## src/rtl/rr_sched_8ch.sv

```systemverilog
// rr_sched_8ch: 8-channel round-robin burst scheduler with registered output; define RR_SCHED_PRIO0_EN to give channel 0 strict priority
module rr_sched_8ch #(
  parameter int NUM_CH    = 8,
  parameter int DATA_W    = 32,
  parameter int MAX_BURST = 4
) (
  input  logic                     clk,
  input  logic                     reset_n,
  input  logic [NUM_CH-1:0]        in_valid,
  input  logic [NUM_CH*DATA_W-1:0] in_data,
  output logic [NUM_CH-1:0]        in_ready,
  output logic                     out_valid,
  output logic [DATA_W-1:0]        out_data,
  output logic [2:0]               out_ch,
  input  logic                     out_ready
);
  typedef enum logic {ARB, GRANT} state_t;
  state_t            state;
  logic [2:0]        grant, rr_ptr, pick;
  logic [3:0]        burst_cnt;
  logic [DATA_W-1:0] ch_data [NUM_CH];
  logic              can_load, accept, last_beat, done, move_ptr;
  always_comb begin
    for (int i = 0; i < NUM_CH; i++) ch_data[i] = in_data[i*DATA_W +: DATA_W];
  end
  // descending scan so the nearest requester after rr_ptr wins
  always_comb begin
    pick = rr_ptr;
    for (int i = NUM_CH; i >= 1; i--) if (in_valid[rr_ptr + 3'(i)]) pick = rr_ptr + 3'(i);
`ifdef RR_SCHED_PRIO0_EN
    if (in_valid[0]) pick = '0;
`endif
  end
`ifdef RR_SCHED_PRIO0_EN
  assign move_ptr = grant != 3'd0;
`else
  assign move_ptr = 1'b1;
`endif
  assign can_load  = !out_valid || out_ready;
  assign accept    = state == GRANT && in_valid[grant] && can_load;
  assign last_beat = burst_cnt == 4'(MAX_BURST - 1);
  assign done      = (accept && last_beat) || (can_load && !in_valid[grant]);
  always_comb begin
    in_ready        = '0;
    in_ready[grant] = accept;
  end
  always_ff @(posedge clk or negedge reset_n) begin
    if (!reset_n) begin
      state     <= ARB;
      grant     <= '0;
      burst_cnt <= '0;
      rr_ptr    <= 3'(NUM_CH - 1);
      out_valid <= 1'b0;
      out_data  <= '0;
      out_ch    <= '0;
    end else begin
      if (accept) begin
        out_valid <= 1'b1;
        out_data  <= ch_data[grant];
        out_ch    <= grant;
        burst_cnt <= burst_cnt + 4'd1;
      end else if (out_ready) begin
        out_valid <= 1'b0;
      end
      if (state == ARB) begin
        if (|in_valid) begin
          state     <= GRANT;
          grant     <= pick;
          burst_cnt <= '0;
        end
      end else if (done) begin
        state <= ARB;
        if (move_ptr) rr_ptr <= grant;
      end
    end
  end
endmodule

```

## config.mk

```make
export PLATFORM = sky130hd
export DESIGN_NAME = rr_sched_8ch
export DESIGN_NICKNAME = d
export VERILOG_FILES = /design/src/rtl/rr_sched_8ch.sv
export SDC_FILE = /design/constraint.sdc
export NUM_CORES = 1
export LEC_CHECK = 0
export ABC_AREA = 1
export CORE_AREA = 2 2 120 122
export DETAILED_ROUTE_END_ITERATION = 6
export DIE_AREA = 0 0 122 124
export PLACE_DENSITY = 0.73
export SYNTH_ARGS = -nofsm -noshare
export SYNTH_HDL_FRONTEND = slang
export SYNTH_SLANG_ARGS = --single-unit
```

## constraint.sdc

```tcl
create_clock -name clk -period 2.2 [get_ports clk]
set_input_delay 0.44 -clock clk [delete_from_list [all_inputs] [get_ports clk]]
set_output_delay 0.44 -clock clk [all_outputs]
set_load 0.03 [all_outputs]
```

==> results.toml <==
[status]
status = "complete, but fails checks"
violations = "negative setup slack"

[worst_setup_path]
start_kind = "flop"
cp_cell_sequence = "buf_6, o211ai_2, o21ai_2, nor2_4, nor2_2, nand2_2, clkinv_4, nand2_4, nor2_1, buf_4"
cpPeakStageDelay_ns = 0.50
r2r_setup_slack_ns = 0.18
r2r-start = "rr_ptr[0]"
cp_data_arrival_time_ns = 1.86
cp_top_family = "flip-flops"
critPathLaunch = "grant[0]"
critPathMaxFanout = 4
critical_path.slowest_cell = "dfrtp_4"
reg2regPathDepth = 15
path_buf_inv = 3
cp.required_ns = 1.76
endpoint_kind = "output pin"
critPathKind = "reg -> out"
reg2reg_to = "grant[0]"

[timing]
fin_hold_ws_ns = 0.116
fin_worst_skew_ns = 0.00383
maxSlewViolCount = 0
slew-limit-headroom_pct = 57.3
worst_slack_ns = -0.105
setup_viol = 8
max_freq_mhz = 434
worst_slew_pin_slew_ns = 0.640
rsz0062_at_grt = "yes"
hold_viol = 0
post-route-min-period_ns = 2.30
period_share_pct = 105

[drt]
wl_mm = 19.9
routed-via-count = 6017
wirelength_met1_mm = 8.32
drt_pass1_iterations = 5
maxUsedRoutingLayer = "met4"
drtAntennaViolNets = 0
wire_per_inst_microns = 16.7
drt_iter0_drc = 397
routed_via_density = 5.03
drc = 0
wl_met2_mm = 9.66
met3_length_mm = 1.24

[yosys]
synth_mux_area_share_pct = 0
synth-xor-area-share_pct = 0.406
avgSynthCellArea_sq_um = 6.02
syn-num-nets = 987
synth_fa_ha_area_share_pct = 0.869
synth_simple_gate_area_share_pct = 30.0
syn_area_sq_mm = 0.00432
synth_compound_area_share_pct = 32.6
ys_seq_area_share_pct = 27.3
synth_cell_types = 30
yosys_warnings = 0
synth_top_family_by_area = "compound AO/OA/AOI/OAI gates"
syn_inst = 717
synth.ff_latch_count = 47

[clock_network]
path_clk_slew_ns = 0.07
ctsRootBufferMaster = "clkbuf_16"
cts_buffers = 5
htree_levels = 2
hold_buffers = 0
clk_latency_ns = 0.29
cts_tree = "done"
clock_path_buffers = 2
cts_sinks = 47

[layout]
synthToLayoutAreaGrowth_pct = 84.9
antenna-diode-count = 0
nNetsFinal = 1285
fin_area_sq_mm = 0.00799
drive_above_1_share_pct = 9.25

[grt]
grt_pass1_vias = 5746
antenna_found_initial = 0
track_usage_pct = 26.0
grt_max_degree = 98
globalRouteOverflowTotal = 0
grt_pass1_wl_mm = 30.5

[floorplanning]
rows = 43
design.die.area_sq_mm = 0.0151
die_x_microns = 122
die_h_microns = 124
coreArea_sq_mm = 0.0137
io_pins = 311
start_util_pct = 31.5

[power]
total_power_mw = 10.7
ir_drop_uv = 578
powerDensity_mw_per_mm2 = 1340
p_leak_nw = 3.27

[min_path]
worstHoldPathType = "in -> async"

[place]
hpwl_mm = 15.2
io_buffers = 310
place_congestion = 0.958
dpl_cell_area_sq_mm = 0.00763

[job]
cap_violations = 0
worst register-to-register path, delay by kind of cell, from the launching register on:
kind / cells / cell delay (ns)
simple gates: 11 / 0.81
flops: 1 / 0.53
fa+ha+maj: 1 / 0.34
buf+inv: 3 / 0.23
cell usage after synthesis (all sizes together):
cell,number,area (sq um)
ha,3,37.5
o21ai,174,908
nand2,104,395
inv,31,116
xor2,1,8.76
o211ai,2,25.0
nor3,1,5.00
dfstp,3,78.8
clkbuf,34,128
o21a,1,7.51
buf,18,128
nor2,183,699
nor4,2,12.5
nand3,35,175
a31oi,1,6.26
xnor2,1,8.76
and2,1,6.26
a21boi,1,7.51
o22ai,64,400
dfrtp,44,1100
clkinv,2,8.75
a21oi,11,55.1
repair_timing:
item | CTS | global route
setup buffers | 2 | 2
resized for setup | 18 | 19
pin swaps | 6 | 5
setup endpoints to repair | 8 | 11
cell usage in the layout (no fill, tap or decap), types with 3 or more instances in the layout:
cell type | synthesis | routed
nand3_1 | 35 | 34
nand2_1 | 102 | 100
nor2_1 | 178 | 171
o21ai_0 | 138 | 137
o21ai_2 | 10 | 12
a21oi_1 | 11 | 11
nor2_4 | 0 | 5
buf_6 | 7 | 8
o22ai_1 | 64 | 64
buf_12 | 0 | 3
dfstp_2 | 3 | 3
clkdlybuf4s50_1 | 0 | 299
inv_1 | 28 | 27
o21ai_1 | 26 | 25
buf_4 | 0 | 30
clkbuf_16 | 0 | 5
nor2_2 | 5 | 7
dfrtp_1 | 44 | 41
worst max-delay path by stage:
stage,end,slack (ns),cells past startpoint
after global routing,in_ready[2],-0.19,11
after CTS,in_ready[2],-0.11,10
after detailed placement,in_ready[5],-0.22,12
final,in_ready[4],-0.10,10
after global placement,in_ready[2],-0.18,12
after floorplan,in_ready[0],-0.06,10
through the flow:
step	cells	util (%)	worst slack [ns]	setup TNS (ns)
2_1_floorplan	717	-	-0.0643	-0.379
3_3_place_gp	1184	55.6	-0.183	-1.40
3_5_place_dp	1184	55.6	-0.218	-1.56
4_1_cts	1194	57.6	-0.106	-0.787
5_1_grt	1196	58.2	-0.190	-1.42
6_report	1196	58.2	-0.105	-0.679
power by group:
part / switching [mW] / internal (mW)
combinational: 5.04 / 3.10
clock: 0.335 / 0.651
sequential: 0.271 / 1.33
per-layer routing:
metal  GRT usage (%)  vias up
met1            32.4     2715
met5               0        -
met3            6.32       48
met4            9.84        0
li1                -     3034
met2            43.6      220
cell type report:
cell class	instances	area, sq um
multi-input cells	585	2860
flip-flops and latches	47	1190
well taps	180	225
repair buffers	343	3390
inverters	33	134
clock buffers	5	125
clock inverters	3	67.6
fillers	1321	5730
kinds of logic (layout without fill, tap and decap cells):
group	Yosys count	count (layout)
compound gates	254	254
flops	47	47
simple gates	326	326
fa+ha+maj	3	3
xor+xnor	2	2
buf+inv	85	384
state kept, by name (all words and copies together), names as in the netlist:
signal	count
state	1
out_valid	1
out_data	32
burst_cnt	4
out_ch	3
grant	3
rr_ptr	3
(Power assumes the default switching activity.)
